`config.mk`:
```
export PLATFORM = sky130hd
export DESIGN_NAME = noc_link_pipeline_monitor
export DESIGN_NICKNAME = d
export VERILOG_FILES = /design/src/rtl/noc_link_pipeline_monitor_pkg.sv /design/src/rtl/noc_link_pipeline_monitor_pipe.sv /design/src/rtl/noc_link_pipeline_monitor.sv
export SDC_FILE = /design/constraint.sdc
export NUM_CORES = 1
export LEC_CHECK = 0
export ABC_CLOCK_PERIOD_IN_PS = 2700
export BUFFER_PORTS_ARGS = -buffer_cell sky130_fd_sc_hd__buf_4
export CAP_MARGIN = 25
export CORE_UTILIZATION = 40
export CTS_CLUSTER_SIZE = 10
export DETAILED_ROUTE_END_ITERATION = 6
export PLACE_DENSITY_LB_ADDON = 0.2
export SLEW_MARGIN = 20
export SYNTH_ARGS = -nofsm -noshare
export SYNTH_HDL_FRONTEND = slang
export SYNTH_SLANG_ARGS = --single-unit
```
`constraint.sdc`:
```
create_clock -name clk -period 2.7 [get_ports clk]
set_input_delay 0.54 -clock clk [delete_from_list [all_inputs] [get_ports clk]]
set_output_delay 0.54 -clock clk [all_outputs]
set_load 0.02 [all_outputs]
```
`src/rtl/noc_link_pipeline_monitor_pkg.sv`:
```
// Shared types for the router-to-router link stage: flit record and packet framing states.
package noc_link_pipeline_monitor_pkg;

    localparam int DEFAULT_FLIT_WIDTH = 64;
    localparam int DEFAULT_DEST_WIDTH = 6;

    typedef struct packed {
        logic [DEFAULT_FLIT_WIDTH-1:0] data;
        logic [DEFAULT_DEST_WIDTH-1:0] dest;
        logic                          is_tail;
    } flit_t;

    typedef enum logic {
        IDLE = 1'b0,
        BODY = 1'b1
    } link_state_e;

endpackage

```
`src/rtl/noc_link_pipeline_monitor_pipe.sv`:
```
// Valid-qualified shift pipe: DEPTH register stages, or a plain wire when DEPTH is 0.
module noc_pipe_reg #(
    parameter int WIDTH = 8,
    parameter int DEPTH = 1
) (
    input  logic             clk,
    input  logic             rst_n,
    input  logic             valid_in,
    input  logic [WIDTH-1:0] data_in,
    output logic             valid_out,
    output logic [WIDTH-1:0] data_out
);

    generate
        if (DEPTH == 0) begin : g_bypass
            assign valid_out = valid_in;
            assign data_out  = data_in;
        end else begin : g_regs
            logic             valid_q [DEPTH];
            logic [WIDTH-1:0] data_q  [DEPTH];

            // Payload registers only load alongside a valid beat.
            always_ff @(posedge clk or negedge rst_n) begin
                if (!rst_n) begin
                    for (int i = 0; i < DEPTH; i++) begin
                        valid_q[i] <= 1'b0;
                        data_q[i]  <= '0;
                    end
                end else begin
                    valid_q[0] <= valid_in;
                    if (valid_in) data_q[0] <= data_in;
                    for (int i = 1; i < DEPTH; i++) begin
                        valid_q[i] <= valid_q[i-1];
                        if (valid_q[i-1]) data_q[i] <= data_q[i-1];
                    end
                end
            end

            assign valid_out = valid_q[DEPTH-1];
            assign data_out  = data_q[DEPTH-1];
        end
    endgenerate

endmodule

```
`src/rtl/noc_link_pipeline_monitor.sv`:
```
// Pipelined router-to-router link with an upstream-side credit, framing and traffic monitor.
module noc_link_pipeline_monitor
    import noc_link_pipeline_monitor_pkg::*;
#(
    parameter int NUM_PIPELINE      = 1,
    parameter int FLIT_WIDTH        = DEFAULT_FLIT_WIDTH,
    parameter int DEST_WIDTH        = DEFAULT_DEST_WIDTH,
    parameter int FLIT_BUFFER_DEPTH = 2,
    parameter int COUNT_WIDTH       = 32,
    localparam int CW               = $clog2(FLIT_BUFFER_DEPTH + 1)
) (
    input  logic                   clk,
    input  logic                   rst_n,
    input  logic [FLIT_WIDTH-1:0]  data_in,
    input  logic [DEST_WIDTH-1:0]  dest_in,
    input  logic                   is_tail_in,
    input  logic                   send_in,
    output logic                   credit_out,
    output logic [FLIT_WIDTH-1:0]  data_out,
    output logic [DEST_WIDTH-1:0]  dest_out,
    output logic                   is_tail_out,
    output logic                   send_out,
    input  logic                   credit_in,
    input  logic                   clear_err,
    output logic                   err_credit_underflow,
    output logic                   err_credit_overflow,
    output logic                   err_dest_change,
    output logic [CW-1:0]          credit_count,
    output logic [COUNT_WIDTH-1:0] flit_count,
    output logic [COUNT_WIDTH-1:0] pkt_count,
    output link_state_e            state_dbg
);

    localparam int FW = FLIT_WIDTH + DEST_WIDTH + 1;

    logic [FW-1:0] fwd_data;
    logic          cred_valid;
    logic [0:0]    cred_data;

    noc_pipe_reg #(.WIDTH(FW), .DEPTH(NUM_PIPELINE)) u_fwd_pipe (
        .clk       (clk),
        .rst_n     (rst_n),
        .valid_in  (send_in),
        .data_in   ({data_in, dest_in, is_tail_in}),
        .valid_out (send_out),
        .data_out  (fwd_data)
    );

    assign {data_out, dest_out, is_tail_out} = fwd_data;

    noc_pipe_reg #(.WIDTH(1), .DEPTH(NUM_PIPELINE)) u_credit_pipe (
        .clk       (clk),
        .rst_n     (rst_n),
        .valid_in  (credit_in),
        .data_in   (1'b1),
        .valid_out (cred_valid),
        .data_out  (cred_data)
    );

    assign credit_out = cred_valid & cred_data[0];

    // Credit arithmetic is one bit wider so the overflow case is visible before saturation.
    logic [CW:0]   credit_sum;
    logic [CW:0]   credit_next_w;
    logic [CW-1:0] credit_next;
    logic          underflow_hit;
    logic          overflow_hit;

    always_comb begin
        credit_sum    = {1'b0, credit_count} + {{CW{1'b0}}, credit_out};
        underflow_hit = send_in && (credit_sum == '0);
        credit_next_w = credit_sum;
        if (send_in && !underflow_hit) credit_next_w = credit_sum - (CW+1)'(1);
        overflow_hit  = credit_next_w > (CW+1)'(FLIT_BUFFER_DEPTH);
        credit_next   = overflow_hit ? CW'(FLIT_BUFFER_DEPTH) : credit_next_w[CW-1:0];
    end

    always_ff @(posedge clk or negedge rst_n) begin
        if (!rst_n) begin
            credit_count         <= CW'(FLIT_BUFFER_DEPTH);
            err_credit_underflow <= 1'b0;
            err_credit_overflow  <= 1'b0;
        end else begin
            credit_count <= credit_next;
            if (underflow_hit)  err_credit_underflow <= 1'b1;
            else if (clear_err) err_credit_underflow <= 1'b0;
            if (overflow_hit)   err_credit_overflow  <= 1'b1;
            else if (clear_err) err_credit_overflow  <= 1'b0;
        end
    end

    always_ff @(posedge clk or negedge rst_n) begin
        if (!rst_n) begin
            flit_count <= '0;
        end else if (send_in) begin
            flit_count <= flit_count + COUNT_WIDTH'(1);
        end
    end

    link_state_e           state;
    logic [DEST_WIDTH-1:0] head_dest;
    logic                  dest_mismatch;

    assign dest_mismatch = send_in && (state == BODY) && (dest_in != head_dest);
    assign state_dbg     = state;

    // Packet framing: the FSM and the counter/flag it owns only move on a sent flit.
    always_ff @(posedge clk or negedge rst_n) begin
        if (!rst_n) begin
            state           <= IDLE;
            head_dest       <= '0;
            pkt_count       <= '0;
            err_dest_change <= 1'b0;
        end else begin
            if (dest_mismatch)  err_dest_change <= 1'b1;
            else if (clear_err) err_dest_change <= 1'b0;
            if (send_in) begin
                if (is_tail_in) pkt_count <= pkt_count + COUNT_WIDTH'(1);
                case (state)
                    IDLE: begin
                        head_dest <= dest_in;
                        if (!is_tail_in) state <= BODY;
                    end
                    BODY: begin
                        if (is_tail_in) state <= IDLE;
                    end
                    default: state <= IDLE;
                endcase
            end
        end
    end

endmodule

```
# [Word-level counts from Yosys, hierarchy flattened]
# Index checks and enable logic that the tools add are counted.
[op_classes] addsub=4 n_mul=0 div=0 n_lt_le_gt_ge=1 n_eq_ne=1 shifts=0 muxes=7 n_bitwise=2 reduce_logical=11
[ops] op="adder 32 x 1 -> 32 bit, second input constant" n=2
[ops] op="!= test 6 bit" n=1
[ops] op="nonzero test 2 bit" n=3
[ops] op="two-way mux 1 bit" n=5
[ops] op="logical AND 1 bit" n=4
[ops] op="AND reduction 2 bit" n=2
[ops] op="adder 2 x 1 -> 3 bit" n=1
[ops] op="> comparator 3 x 2 -> 1 bit, second input constant" n=1
[ops] op="zero test 3 bit" n=1
[ops] op="two-way mux 3 bit" n=1
[ops] op="subtractor 3 x 1 -> 3 bit, second input constant" n=1
[ops] op="two-way mux 2 bit" n=1
[ops] op="bitwise AND 1 bit" n=1
[ops] op="zero test 1 bit" n=1
[ops] op="NOT 1 bit" n=1
[totals] regBits=150 latchBits=0 ramBits=0 mem_bits_ro=0 input_bits=76 out_inout_bits=143 elab_cells=38 mem_count=0

# [Logic depth before layout (Yosys ltp)]
[logic_depth] depth_word=9 depth_mapped=9 ltp_nobuf=9

# [By module]
# Synthesis repeated with hierarchy kept, for this count alone.
[unflattened] cells_unflattened=460 area_unflattened_um2=6603.8
[by_module_without_submodules] mod="noc_link_pipeline_monitor" instances=1 cells_per_inst=306 area_per_inst_um2=3523.4 seq_area_each_um2=1903.1
[by_module_without_submodules] mod="noc_pipe_reg at u_fwd_pipe" instances=1 cells_per_inst=151 area_per_inst_um2=3015.4 seq_area_each_um2=1801.7
[by_module_without_submodules] mod="noc_pipe_reg at u_credit_pipe" instances=1 cells_per_inst=3 area_per_inst_um2=65.1 seq_area_each_um2=50.0

# [Least setup slack after synthesis]
# Ideal clock, no wire load.
[synth_timing] path_type="register to register" from="register credit_count[0]" to="register credit_count[0]" setup_ns=0.124 arrival_ns=1.941 slack_ns=0.635 stages_incl_launch_ff=10 synth_period_minus_slack_ns=2.065 cell_sequence="dfrtp_1 -> and3_1 -> ha_1 -> inv_1 -> ha_1 -> ha_1 -> nor2b_1 -> nor3_1 -> a31oi_1 -> nor2_1"
[synth_via] elab_chain_len=8
[synth_rtl] item="start: declaration" line="noc_link_pipeline_monitor.sv:28" rtl="output logic [CW-1:0] credit_count,"
[synth_rtl] item="start signal: assignment" line="noc_link_pipeline_monitor.sv:80" rtl="credit_count <= CW'(FLIT_BUFFER_DEPTH);"
[synth_rtl] item="start signal: assignment" line="noc_link_pipeline_monitor.sv:84" rtl="credit_count <= credit_next;"
[synth_rtl] item="adder 2 x 1 -> 3 bit *" line="noc_link_pipeline_monitor.sv:70" rtl="credit_sum = {1'b0, credit_count} + {{CW{1'b0}}, credit_out};"
[synth_rtl] item="branches (longest 4 deep; another with subtractor 3 x 1 -> 3 bit)"
[synth_rtl] item="two-way mux 3 bit *" line="noc_link_pipeline_monitor.sv:73" rtl="if (send_in && !underflow_hit) credit_next_w = credit_sum - (CW+1)'(1);"
[synth_rtl] item="> comparator 3 x 2 -> 1 bit" line="noc_link_pipeline_monitor.sv:74" rtl="overflow_hit = credit_next_w > (CW+1)'(FLIT_BUFFER_DEPTH);"
[synth_rtl] item="two-way mux 2 bit *" line="noc_link_pipeline_monitor.sv:75" rtl="credit_next = overflow_hit ? CW'(FLIT_BUFFER_DEPTH) : credit_next_w[CW-1:0];"
[synth_rtl] item="via credit_next[0]" line="noc_link_pipeline_monitor.sv:65" rtl="logic [CW-1:0] credit_next;"
# Mark *: on every way through the listed nets, which the timed path passes.
# A chain may end at the register's enable or synchronous reset.

# [Worst setup path after layout]
# Ends and elaborated chain as after synthesis.

==> flow_metrics.env <==
export IMPL_drt_wirelength_per_cell_um=16.0
export IMPL_drc=0
export IMPL_timing_hold_worst_class="in2async"
export IMPL_mappedNetlistNets=548
export IMPL_critical_path_buf_inv_count=1
export IMPL_hold_worst_slack_ns=0.145
export IMPL_post_synth_cell_area_avg_um2=13.4
export IMPL_startpoint_type="flip-flop"
export IMPL_route_final_wire_length_um=14700
export IMPL_synth_seq_cells=150
export IMPL_placed_cells=888
export IMPL_place_gp_congestion=0.795
export IMPL_antenna_left=0
export IMPL_worst_pin_slew_ns=0.712
export IMPL_post_cts_resized=0
export IMPL_maximum_count_of_clock_buffers_along_a_single_path=2
export IMPL_synth_area_leader_cell="sky130_fd_sc_hd__dfrtp_1"
export IMPL_antenna_cells=0
export IMPL_fraction_of_layout_cells_with_a_size_suffix_above_1=0.491
export IMPL_timing_critical_path_mode_cell="sky130_fd_sc_hd__ha_1"
export IMPL_report_final_slew_viol_count=0
export IMPL_io_pin_count=219
export IMPL_regToRegSetupSlack_ns=0.48
export IMPL_setup_violating_endpoint_count_in_the_final_report=0
export IMPL_largest_net_degree_at_the_start_of_global_routing=77
export IMPL_power_static_leakage_uw=0.00416
export IMPL_min_period_over_period=0.822
export IMPL_tritoncts_clock_tree="done"
export IMPL_setup_bufs_post_cts=0
export IMPL_crit_chain="and3_1 > ha_1 > inv_1 > ha_1 > ha_1 > nor2b_1 > nor3_1 > a31oi_1 > nor2_1"
export IMPL_timing_setup_critical_path_class="reg2reg"
export IMPL_crit_path_top_delay_cell="sky130_fd_sc_hd__dfrtp_1"
export IMPL_crit_path_dat_ns=2.51
export IMPL_synth_yosys_warnings=0
export IMPL_synth_area_um2=6260
export IMPL_grt_overflow_total=0
export IMPL_cts_made_buffers=17
export IMPL_outcome="finished, final reports clean"
export IMPL_cts_clk_slew_worst_paths_ns=0.06
export IMPL_rsz0062_at_grt="false"
export IMPL_post_drt_via_cell_ratio=4.83
export IMPL_maxSlewHeadroom=0.525
export IMPL_synth_top_area_share=0.596
export IMPL_regToRegEndpoint="credit_count[0]"
export IMPL_post_route_min_period_ns=2.22
export IMPL_seq_area_frac_synth=0.600
export IMPL_htreeDepth=4
export IMPL_worst_r2r_path_depth=9
export IMPL_synth_top_cells_by_area="sky130_fd_sc_hd__dfrtp_1 60%, sky130_fd_sc_hd__mux2_2 14%, sky130_fd_sc_hd__xnor2_1 6.2%, sky130_fd_sc_hd__xor2_1 3.6%, sky130_fd_sc_hd__nand4_1 2.0%"
export IMPL_hold_viol_final=0
export IMPL_power_uw=6470
export IMPL_vias=4446
export IMPL_number_of_sinks_driven_by_the_clock_tree=150
export IMPL_die_width_um=127
export IMPL_global_route_usage_total=0.189
export IMPL_worst_endpoint_required_ns=2.99
export IMPL_worstSkewPairLatency_ns=0.41
export IMPL_fillCellCount=1311
export IMPL_design_die_area_um2=16100
export IMPL_final_setup_tns_ns=0
export IMPL_cts_root_buf="sky130_fd_sc_hd__clkbuf_16"
export IMPL_power_density_nw_per_um2=739
export IMPL_grt_first_pass_wirelength_um=23700
export IMPL_worst_setup_path_end_kind="flip-flop"
export IMPL_synth_lib_cells_used_distinct=36
export IMPL_placement_rows=45
export IMPL_cap_violations=0
export IMPL_die_height_um=127
export IMPL_initial_antenna_violation_count=0
export IMPL_synth_cells=466
export IMPL_finish_net_count=778
export IMPL_worst_path_max_fanout=5
export IMPL_finClkSkew_ns=0.00644
export IMPL_fmax_mhz=451
export IMPL_dpl_hpwl_um=10800
export IMPL_place_port_buffers=218
export IMPL_initial_utilization=0.410
export IMPL_drtIter0Drc=130
export IMPL_worst_r2r_startpoint="credit_count[0]"
export IMPL_finalNonFillerCells=920
export IMPL_grt_pass1_vias=4661
export IMPL_postCtsHoldBufs=0
export IMPL_ir_worst_vdd_mv=0.436
export IMPL_critical_path_max_stage_delay_ns=0.40
export IMPL_cpLargestDelayFamily="simple AND/OR/NAND/NOR gates"
export IMPL_drt_pass1_iter_count=4
export IMPL_core_area_um2=15300
export IMPL_area_growth_from_synthesis_to_layout_pct=40.0
-- layout by cell type (no fill, tap or decap), types with 7 or more instances in the layout --
cell / instances
sky130_fd_sc_hd__buf_4: 222
sky130_fd_sc_hd__inv_1: 16
sky130_fd_sc_hd__nor2_1: 13
sky130_fd_sc_hd__nor3_2: 7
sky130_fd_sc_hd__nand3_1: 22
sky130_fd_sc_hd__clkbuf_16: 17
sky130_fd_sc_hd__dfrtp_1: 149
sky130_fd_sc_hd__mux2_2: 78
sky130_fd_sc_hd__nand4_1: 20
sky130_fd_sc_hd__xor2_1: 26
sky130_fd_sc_hd__nor3_1: 9
sky130_fd_sc_hd__nand2_1: 21
sky130_fd_sc_hd__xnor2_1: 44
-- registers in the layout, summed over array words and instances (netlist names) --
register	flops
u_credit_pipe.valid_out	1
err_credit_overflow	1
u_fwd_pipe.data_out	71
err_credit_underflow	1
credit_count	2
pkt_count	32
state_dbg	1
flit_count	32
err_dest_change	1
u_fwd_pipe.valid_out	1
u_credit_pipe.data_out	1
head_dest	6
-- cells by family after synthesis --
logic type | synth area share
buf+inv | 0.0184
mux | 0.140
fa+ha+maj | 0.0120
xor+xnor | 0.0980
compound gates | 0.00980
simple gates | 0.121
flops | 0.600
-- layout make-up --
class	instances	area, um2	area share
Clock inverter	7	92.6	0.0106
Clock buffer	25	505	0.0577
Multi-Input combinational cell	287	2390	0.272
Timing Repair Buffer	224	1700	0.194
Tap cell	211	264	0.0301
Inverter	16	60.1	0.00685
Sequential cell	150	3750	0.429
-- where the power goes --
| part | switching (uW) | internal (uW) |
|---|---|---|
| combinational | 714 | 638 |
| sequential | 243 | 2510 |
| clock | 884 | 1480 |
| total | 1840 | 4630 |
-- stage by stage --
stage | utilization | cell area, um2 | setup WS (ns)
floorplan | - | 6260 | 0.635
global placement | 0.535 | 8160 | 0.407
detailed placement | 0.535 | 8160 | 0.356
CTS | 0.574 | 8760 | 0.481
global route | 0.574 | 8760 | 0.378
finish | 0.574 | 8760 | 0.480
-- worst reg2reg max path, delay by kind of cell (launching register included) --
kind	cells	cell delay, ns
simple gates	4	0.73
fa+ha+maj	3	0.72
flops	1	0.40
compound gates	1	0.20
buf+inv	1	0.05
-- routing by layer --
layer | wire, um | track usage | vias up | part of all wire
met5 | 0 | 0 | - | 0
met4 | 242 | 0.0756 | 0 | 0.016
met3 | 910 | 0.0611 | 19 | 0.062
met2 | 7550 | 0.316 | 126 | 0.51
met1 | 6010 | 0.226 | 2213 | 0.41
li1 | - | - | 2088 | -
-- worst max path at each step --
stage          slack (ns)            start              end  depth (start not counted)
2_1_floorplan        0.64  credit_count[0]  credit_count[0]                          9
3_3_place_gp         0.41          send_in    pkt_count[27]                          6
3_5_place_dp         0.36          send_in    pkt_count[13]                          6
4_1_cts              0.48  credit_count[0]  credit_count[0]                          9
5_1_grt              0.38  credit_count[0]  credit_count[0]                          9
6_report             0.48  credit_count[0]  credit_count[0]                          9
-- cell usage after synthesis, drive strengths merged --
library cell    n
dfrtp         149
mux2           78
xnor2          44
xor2           26
nand3          22
nand4          22
nand2          21
inv            16
nor3           16
nor2           13
buf            11
nor4            9
ha              6
and3            5
and4            5
and2            3
o21ai           3
or4             3
clkbuf          2
nor2b           2
a211oi          1
a31oi           1
dfstp           1
nor3b           1
o211a           1
o21a            1
o22ai           1
o311ai          1
or2             1
or3             1
(Power assumes the default switching activity.)
